<file path="config.mk">
export PLATFORM = sky130hd
export DESIGN_NAME = pedal_blip_conditioner_flat
export DESIGN_NICKNAME = d
export VERILOG_FILES = /design/src/rtl/pedal_blip_conditioner_if.sv /design/src/rtl/pedal_blip_conditioner.sv /design/src/flat_wrapper.sv
export SDC_FILE = /design/constraint.sdc
export NUM_CORES = 1
export LEC_CHECK = 0
export CORE_ASPECT_RATIO = 1.4
export CORE_MARGIN = 1
export CORE_UTILIZATION = 50
export DETAILED_ROUTE_END_ITERATION = 10
export PLACE_DENSITY = 0.85
export SLEW_MARGIN = 10
export SYNTH_ARGS = -nofsm -noshare
export SYNTH_HDL_FRONTEND = slang
export SYNTH_SLANG_ARGS = --single-unit
</file>
<file path="constraint.sdc">
create_clock -name clk50M -period 2.8 [get_ports clk50M]
set_input_delay 0.28 -clock clk50M [delete_from_list [all_inputs] [get_ports clk50M]]
set_output_delay 0.28 -clock clk50M [all_outputs]
set_load 0.01 [all_outputs]
</file>
<file path="src/rtl/pedal_blip_conditioner_if.sv">
// Signal bundle for the crank hall-sensor conditioner.
// master: conditioner side; slave: sensor driver / cadence consumer side.
interface pedal_blip_conditioner_if;
    logic        pedal_raw;
    logic        blips;
    logic        blip_pulse;
    logic [27:0] period;
    logic        period_valid;
    logic        stalled;

    modport master (
        input  pedal_raw,
        output blips, blip_pulse, period, period_valid, stalled
    );

    modport slave (
        output pedal_raw,
        input  blips, blip_pulse, period, period_valid, stalled
    );
endinterface

</file>
<file path="src/rtl/pedal_blip_conditioner.sv">
// Crank hall-sensor conditioner: sync, debounce, edge gating, stall detect.
// Optional period measurement is enabled by defining BLIP_PERIOD_MEAS_EN.
module pedal_blip_conditioner #(
    parameter int unsigned DEBOUNCE_CYCLES   = 50_000,
    parameter int unsigned MIN_PERIOD_CYCLES = 2_500_000,
    parameter int unsigned STALL_CYCLES      = 100_000_000
) (
    input  logic                     clk50M,
    input  logic                     reset_n,
    pedal_blip_conditioner_if.master bus
);
    typedef enum logic [1:0] {
        LOW,
        CONFIRM_HIGH,
        HIGH,
        CONFIRM_LOW
    } state_e;

    localparam int            CW        = $clog2(DEBOUNCE_CYCLES + 1);
    localparam logic [CW-1:0] DB_LAST   = CW'(DEBOUNCE_CYCLES - 1);
    localparam logic [27:0]   GAP_MAX   = '1;
    localparam logic [27:0]   MIN_GAP   = 28'(MIN_PERIOD_CYCLES);
    localparam logic [27:0]   STALL_GAP = 28'(STALL_CYCLES);

    logic          sync1_q, sync2_q;
    state_e        state_q, state_d;
    logic [CW-1:0] cnt_q, cnt_d;
    logic          blips_q, blips_d;
    logic          pulse_q, pulse_d;
    logic [27:0]   gap_q, gap_d, gap_inc;
    logic          stalled_q, stalled_d;
    logic          rise, accept;

    always_comb begin
        state_d = state_q;
        cnt_d   = '0;
        rise    = 1'b0;
        unique case (state_q)
            LOW: begin
                if (sync2_q) state_d = CONFIRM_HIGH;
            end
            CONFIRM_HIGH: begin
                if (!sync2_q) begin
                    state_d = LOW;
                end else if (cnt_q == DB_LAST) begin
                    state_d = HIGH;
                    rise    = 1'b1;
                end else begin
                    cnt_d = cnt_q + 1'b1;
                end
            end
            HIGH: begin
                if (!sync2_q) state_d = CONFIRM_LOW;
            end
            CONFIRM_LOW: begin
                if (sync2_q) begin
                    state_d = HIGH;
                end else if (cnt_q == DB_LAST) begin
                    state_d = LOW;
                end else begin
                    cnt_d = cnt_q + 1'b1;
                end
            end
        endcase
        blips_d = (state_d == HIGH) || (state_d == CONFIRM_LOW);
    end

    always_comb begin
        gap_inc   = (gap_q == GAP_MAX) ? gap_q : gap_q + 28'd1;
        // stalled_q doubles as the first-edge flag: reset and stall both set it
        accept    = rise && (stalled_q || (gap_inc >= MIN_GAP));
        pulse_d   = accept;
        gap_d     = accept ? '0 : gap_inc;
        stalled_d = stalled_q;
        if (accept) begin
            stalled_d = 1'b0;
        end else if (gap_inc == STALL_GAP) begin
            stalled_d = 1'b1;
        end
    end

    always_ff @(posedge clk50M or negedge reset_n) begin
        if (!reset_n) begin
            sync1_q   <= 1'b0;
            sync2_q   <= 1'b0;
            state_q   <= LOW;
            cnt_q     <= '0;
            blips_q   <= 1'b0;
            pulse_q   <= 1'b0;
            gap_q     <= '0;
            stalled_q <= 1'b1;
        end else begin
            sync1_q   <= bus.pedal_raw;
            sync2_q   <= sync1_q;
            state_q   <= state_d;
            cnt_q     <= cnt_d;
            blips_q   <= blips_d;
            pulse_q   <= pulse_d;
            gap_q     <= gap_d;
            stalled_q <= stalled_d;
        end
    end

    assign bus.blips      = blips_q;
    assign bus.blip_pulse = pulse_q;
    assign bus.stalled    = stalled_q;

`ifdef BLIP_PERIOD_MEAS_EN
    logic [27:0] period_q, period_d;
    logic        pv_q, pv_d;

    always_comb begin
        pv_d     = accept && !stalled_q;
        period_d = pv_d ? gap_inc : period_q;
    end

    always_ff @(posedge clk50M or negedge reset_n) begin
        if (!reset_n) begin
            period_q <= '0;
            pv_q     <= 1'b0;
        end else begin
            period_q <= period_d;
            pv_q     <= pv_d;
        end
    end

    assign bus.period       = period_q;
    assign bus.period_valid = pv_q;
`else
    assign bus.period       = '0;
    assign bus.period_valid = 1'b0;
`endif
endmodule

</file>
<file path="src/flat_wrapper.sv">
// flat-port wrapper written by rule: the top's interface ports become plain ports
module pedal_blip_conditioner_flat 
#(
    parameter int unsigned DEBOUNCE_CYCLES   = 50_000,
    parameter int unsigned MIN_PERIOD_CYCLES = 2_500_000,
    parameter int unsigned STALL_CYCLES      = 100_000_000
)
  (clk50M, reset_n, bus_pedal_raw, bus_blips, bus_blip_pulse, bus_period, bus_period_valid, bus_stalled);
  pedal_blip_conditioner_if bus_i ();
  input  logic clk50M;
  input  logic reset_n;
  input wire logic [$bits(bus_i.pedal_raw)-1:0] bus_pedal_raw;
  output wire logic [$bits(bus_i.blips)-1:0] bus_blips;
  output wire logic [$bits(bus_i.blip_pulse)-1:0] bus_blip_pulse;
  output wire logic [$bits(bus_i.period)-1:0] bus_period;
  output wire logic [$bits(bus_i.period_valid)-1:0] bus_period_valid;
  output wire logic [$bits(bus_i.stalled)-1:0] bus_stalled;
  assign bus_i.pedal_raw = bus_pedal_raw;
  assign bus_blips = bus_i.blips;
  assign bus_blip_pulse = bus_i.blip_pulse;
  assign bus_period = bus_i.period;
  assign bus_period_valid = bus_i.period_valid;
  assign bus_stalled = bus_i.stalled;
  pedal_blip_conditioner #(.DEBOUNCE_CYCLES(DEBOUNCE_CYCLES), .MIN_PERIOD_CYCLES(MIN_PERIOD_CYCLES), .STALL_CYCLES(STALL_CYCLES)) u_core (.clk50M(clk50M), .reset_n(reset_n), .bus(bus_i));
endmodule
</file>
==> results of run 1 <==
critical path, stage by stage (launching register included):
cell     delay [ns]
dfrtp_1        0.43
nand4_4        0.22
or4_4          0.64
a21o_1         0.19
o22a_1         0.21
or4_4          0.54
o32ai_4        0.33
buf_6          0.18
buf_12         0.13
nor2_1         0.04
registers in the layout, indices dropped and copies added (netlist names):
signal,cells
u_core.gap_q,28
u_core.state_q,2
u_core.bus.blips,1
u_core.sync1_q,1
u_core.cnt_q,16
u_core.sync2_q,1
u_core.bus.stalled,1
u_core.bus.blip_pulse,1
power breakdown:
| part | internal (mW) | leakage, nW | switching, mW | total, mW |
|---|---|---|---|---|
| logic | 0.00511 | 1.34 | 0.0377 | 0.0428 |
| clock network | 0.180 | 0.0418 | 0.264 | 0.444 |
| registers | 0.740 | 0.686 | 0.00273 | 0.742 |
layout by cell type (no fill, tap or decap), drive strengths merged, types with 10 or more instances in the layout:
cell,netlist,routed
a21oi,13,13
buf,47,102
conb,1,29
dfrtp,50,50
inv,10,11
nand2,23,23
nand3,22,22
nand4,15,15
nor2,58,58
nor3,15,15
nor4,10,10
o21ai,15,15
xnor2,20,20
xor2,24,24
metal layers:
| layer | global-route usage, % | share of wire (%) | vias to the layer above |
|---|---|---|---|
| li1 | - | - | 1559 |
| met1 | 28.06 | 34 | 1686 |
| met2 | 48.86 | 52 | 231 |
| met3 | 4.942 | 6.9 | 81 |
| met4 | 21.34 | 6.6 | 0 |
| met5 | 0 | 0 | - |
cell type report:
type | instances | area [um2]
flip-flops and latches | 51 | 1279
fillers | 520 | 2252
inverters | 10 | 37.54
repair buffers | 106 | 880.8
clock buffers | 6 | 72.57
well taps | 95 | 118.9
clock inverters | 2 | 16.27
multi-input cells | 323 | 2370
worst max path at each step:
stage	slack [ns]	end	cells after the start
floorplan	-0.004	u_core.gap_q[25]	10
global placement	-0.1	u_core.gap_q[9]	12
detailed placement	-0.13	u_core.bus.stalled	11
CTS	-0.04	u_core.gap_q[13]	12
global route	-0.29	u_core.gap_q[1]	12
finish	-0.23	u_core.gap_q[22]	9
stage by stage:
step	cells	util [%]	setup TNS, ns	hold slack (ns)
after global placement	560	59.69	-1.908	0.3372
after floorplan	437	-	-0.007446	-0.01559
final	593	67.95	-4.670	0.03819
after detailed placement	560	59.69	-2.649	0.3524
after CTS	583	64.30	-0.7272	0.05516
after global routing	593	67.95	-6.233	0.09396
cells by family (layout without fill, tap and decap cells):
kind of cell,count (synthesis),count (layout)
xor+xnor,44,44
flops,51,51
fa+ha+maj,2,2
mux,6,6
other cells,1,29
compound gates,59,59
simple gates,183,183
buf+inv,63,124
timing repair:
item | in CTS | in global routing
cloned | 1 | 1
buffers inserted | 14 | 10
setup endpoints to repair | 28 | 29
gates resized for setup | 21 | 38
hold buffers | 0 | 0
pin swaps | 10 | 25
==> flow_metrics.env, run 1 <==
export IMPL_portBuffers=5
export IMPL_drt_pass1_iter_count=7
export IMPL_core_area_um2=7027
export IMPL_crit_start="u_core.gap_q[17]"
export IMPL_ios=35
export IMPL_maxSlewHeadroom_pct=47.46
export IMPL_synth_most_common_cell="dfrtp_1"
export IMPL_ys_seq_area_share_pct=34.79
export IMPL_crit_fanout=7
export IMPL_final_area_um2=4775
export IMPL_h_tree_depth=2
export IMPL_syn_avg_cell_area_um2=8.979
export IMPL_route_detailed_drc=0
export IMPL_cts_tree="built"
export IMPL_setup_viol=29
export IMPL_clock_latency_ns=0.31
export IMPL_slew_violations=0
export IMPL_cts_sinks=51
export IMPL_synth_simple_gate_area_share_pct=28.65
export IMPL_cap_violations=0
export IMPL_drt_iter0_drc=405
export IMPL_synthAdderAreaFrac_pct=0.6814
export IMPL_grt_antenna_before_repair=0
export IMPL_synth_edff_count=0
export IMPL_ys_types=68
export IMPL_grt_overflow=0
export IMPL_clock_skew_ns=0.005275
export IMPL_r2r_end="u_core.gap_q[22]"
export IMPL_cts_max_path_buffers=2
export IMPL_postSynth_asyncResetShare_pct=100.0
export IMPL_cts_root_buf="clkbuf_8"
export IMPL_dp_hpwl_mm=7.122
export IMPL_peakVddDrop_v=0.0002221
export IMPL_die_h_um=103.4
export IMPL_synth_warnings=0
export IMPL_dpl_instance_area_um2=4194
export IMPL_synth_largest_area_cell="dfrtp_1"
export IMPL_dieArea_um2=7696
export IMPL_worstSetupEndpointType="flip-flop"
export IMPL_criticalPathCategory="reg2reg"
export IMPL_clk_pin_slew_ns=0.09
export IMPL_fin_crit_ns=3.027
export IMPL_period_share_pct=108.1
export IMPL_total_power_mw=1.229
export IMPL_cts_buffers=5
export IMPL_routabilityCongestion=0.9642
export IMPL_clock_fmax_ghz=0.3304
export IMPL_final_nets=502
export IMPL_synth_area_leaders="dfrtp_1 34%, buf_4 7.0%, xor2_1 5.7%"
export IMPL_grt_setup_unrepaired="yes"
export IMPL_syn_to_final_growth_pct=30.02
export IMPL_wire_per_inst_um=19.17
export IMPL_p_leak_nw=2.073
export IMPL_dpl_worst_slack_ns=-0.1266
export IMPL_grt_pass1_vias=3409
export IMPL_synth_compound_area_share_pct=11.79
export IMPL_rr_startpoint="u_core.gap_q[17]"
export IMPL_worst_slack_ns=-0.2268
export IMPL_vias=3557
export IMPL_antenna_cells=0
export IMPL_grt_first_pass_wirelength_mm=15.75
export IMPL_synth_mux_area_share_pct=2.078
export IMPL_finalWirelength_mm=11.37
export IMPL_row_count=36
export IMPL_ys_ff_latch=51
export IMPL_antenna_left=0
export IMPL_violations="setup timing"
export IMPL_drive_gt1_share_pct=36.14
export IMPL_worstMarginPinSlew_ns=0.7882
export IMPL_critPathRequiredTime_ns=3.00
export IMPL_outcome="complete, but fails checks"
export IMPL_critPathLaunchType="flip-flop"
export IMPL_drt_vias_per_instance=5.998
export IMPL_synth_top_family_by_area="simple AND/OR/NAND/NOR gates"
export IMPL_finalHoldViolations=0
export IMPL_synthXorXnorAreaFrac_pct=10.49
export IMPL_p_per_area_nw_per_um2=257.3
export IMPL_syn_inst=409
export IMPL_die_w_um=74.43
export IMPL_synth_common_cells="50 x dfrtp_1, 43 x nor2_1, 34 x buf_4, 24 x xor2_1"
export IMPL_synthesis_area_um2=3672
export IMPL_r2r_slack_ns=-0.23
export IMPL_grt_usage_pct=27.55
export IMPL_ys_flop_type="dfrtp_1"
export IMPL_initial_core_util_pct=52.26
export IMPL_worstPathArrival_ns=3.23
export IMPL_synth_top_cell_area_share_pct=34.07
export IMPL_grt_max_degree=36
export IMPL_hold_path_class="in2async"
export IMPL_ff2ff_path_depth=9
No activity file was read; power rests on OpenSTA's default activity.
==> inputs of run 2 (changes only) <==
--- a/config.mk
+++ b/config.mk
@@ -9,6 +9,7 @@
 export CORE_MARGIN = 1
 export CORE_UTILIZATION = 50
 export DETAILED_ROUTE_END_ITERATION = 10
+export GPL_TIMING_DRIVEN = 0
 export PLACE_DENSITY = 0.85
 export SLEW_MARGIN = 10
 export SYNTH_ARGS = -nofsm -noshare
==> run 2 against run 1 <==
Compared with the run above: the run still ends with setup timing left; maximum frequency shrank 0.91%; hold slack improved by 0.32 ns; critical endpoint unchanged; final area increased by 0.86%; setup slack lost 0.028 ns; power up 4.6%; non-clock buffer count up 6; wire length is 7.7% lower; via count rose by 0.22%; final cell count up 1.0%; register-to-register slack lost 0.03 ns; clock power increased by 5.0%; first-iteration DRC count is 13% lower.
==> flow_metrics.env, run 2 (same netlist as run 1, synthesis figures left out) <==
export IMPL_regMostFlops="u_core.gap_q"
export IMPL_cts_sinks=51
export IMPL_ff2ff_path_depth=12
export IMPL_grt_max_degree=38
export IMPL_grt_antenna_before_repair=0
export IMPL_row_count=36
export IMPL_maxSlewHeadroom_pct=55.03
export IMPL_cap_violations=0
export IMPL_period_share_pct=109.1
export IMPL_layout_top_registers="u_core.gap_q: 28 flops, u_core.cnt_q: 16 flops, u_core.state_q: 2 flops"
export IMPL_fin_crit_ns=3.055
export IMPL_crit_fanout=5
export IMPL_wl_met3_um=871
export IMPL_topRoutingLayerUsed="met4"
export IMPL_antenna_cells=0
export IMPL_final_nets=508
export IMPL_clock_latency_ns=0.32
export IMPL_hold_worst_slack_ns=0.3570
export IMPL_hold_path_class="reg2reg"
export IMPL_worst_slack_ns=-0.2546
export IMPL_grt_overflow=0
export IMPL_cts_buffers=5
export IMPL_cts_max_path_buffers=2
export IMPL_drt_vias_per_instance=5.952
export IMPL_worstPathArrival_ns=3.26
export IMPL_total_power_mw=1.285
export IMPL_drt_pass1_iter_count=7
export IMPL_worstMarginPinSlew_ns=0.6746
export IMPL_wl_met2_mm=5.270
export IMPL_dieArea_um2=7696
export IMPL_grt_usage_pct=26.90
export IMPL_critPathLaunchType="flip-flop"
export IMPL_cts_root_buf="clkbuf_8"
export IMPL_layout_common_cells="79 x buf_4, 42 x nor2_1, 40 x dfrtp_1"
export IMPL_wire_per_inst_um=17.51
export IMPL_drt_iter0_drc=351
export IMPL_slew_violations=0
export IMPL_grt_pass1_vias=3281
export IMPL_dpl_worst_slack_ns=-0.8104
export IMPL_dp_hpwl_mm=6.148
export IMPL_setup_viol=28
export IMPL_dp_cells=538
export IMPL_stdcell_count=599
export IMPL_final_util_pct=68.54
export IMPL_cts_tree="built"
export IMPL_antenna_left=0
export IMPL_finalWirelength_mm=10.49
export IMPL_largest_register_ff_count=28
export IMPL_drive_gt1_share_pct=37.90
export IMPL_violations="setup timing"
export IMPL_h_tree_depth=2
export IMPL_clock_fmax_ghz=0.3274
export IMPL_die_h_um=103.4
export IMPL_route_detailed_drc=0
export IMPL_criticalPathCategory="reg2reg"
export IMPL_grt_first_pass_wirelength_mm=15.66
export IMPL_whs_path_depth=0
export IMPL_worstSetupEndpointType="flip-flop"
export IMPL_core_area_um2=7027
export IMPL_p_leak_nw=2.145
export IMPL_grt_setup_unrepaired="yes"
export IMPL_initial_core_util_pct=52.26
export IMPL_ios=35
export IMPL_outcome="complete, but fails checks"
export IMPL_routabilityCongestion=0.9516
export IMPL_clk_pin_slew_ns=0.11
export IMPL_syn_to_final_growth_pct=31.14
export IMPL_p_per_area_nw_per_um2=266.9
export IMPL_portBuffers=5
export IMPL_vias=3565
export IMPL_finalHoldViolations=0
export IMPL_clock_skew_ns=0.01145
export IMPL_critPathRequiredTime_ns=3.00
export IMPL_met1_length_mm=3.599
export IMPL_layout_commonest_cell="buf_4"
export IMPL_die_w_um=74.43
export IMPL_peakVddDrop_v=0.0003224
==> run 2: cell type report <==
type	count	area [um2]
timing repair buffer	61	513.0
fill	516	2211
clock inverter	3	27.53
tap	95	118.9
multi-input combinational	323	2332
inverter	10	37.54
clock buffer	5	68.82
buffer	51	427.9
sequential	51	1290
==> run 2: stage by stage <==
step / setup TNS, ns / area [um2]
after detailed placement: -20.07 / 4010
after global routing: -7.989 / 4816
final: -5.201 / 4816
after CTS: -4.420 / 4546
after global placement: -18.64 / 3995
after floorplan: -0.007446 / 3826
==> run 2: what timing repair did <==
action,4_1_cts,5_1_grt
pin swaps,14,15
setup endpoints to repair,29,29
gates cloned,2,0
resized for setup,45,23
hold endpoints to repair,14,0
buffers inserted,27,27
hold buffers,1,0
==> run 2: per-layer routing <==
layer | global-route usage (%) | up-vias
li1 | - | 1569
met5 | 0 | -
met4 | 18.43 | 0
met2 | 45.88 | 236
met1 | 29.91 | 1669
met3 | 5.039 | 91
==> run 2: power breakdown <==
| group | internal (mW) | total, mW | switching (mW) |
|---|---|---|---|
| Clock | 0.186 | 0.466 | 0.280 |
| Combinational | 0.0344 | 0.0772 | 0.0428 |
| Sequential | 0.739 | 0.742 | 0.00243 |
| Total | 0.960 | 1.29 | 0.326 |
==> run 2: worst max-delay path, stage by stage, from the launching register on <==
cell and delay, ns:
dfrtp_1 0.36, buf_6 0.12, nand3_4 0.10, buf_4 0.15
or4_4 0.57, o21ai_4 0.21, nor3b_2 0.23, o21ai_2 0.08
o32a_1 0.38, o32ai_4 0.36, buf_12 0.17, buf_8 0.15
nor2_1 0.05
==> run 2: final timing paths <==
check                                 startpoint                 end  slack (ns)
min in group asynchronous                reset_n     u_core.gap_q[2]        0.41
worst max register to register  u_core.gap_q[11]    u_core.gap_q[22]       -0.25
worst max-delay path            u_core.gap_q[11]    u_core.gap_q[22]       -0.25
max in group asynchronous                reset_n  u_core.bus.stalled        1.81
worst min register to register    u_core.sync1_q      u_core.sync2_q        0.36
worst min-delay path              u_core.sync1_q      u_core.sync2_q        0.36
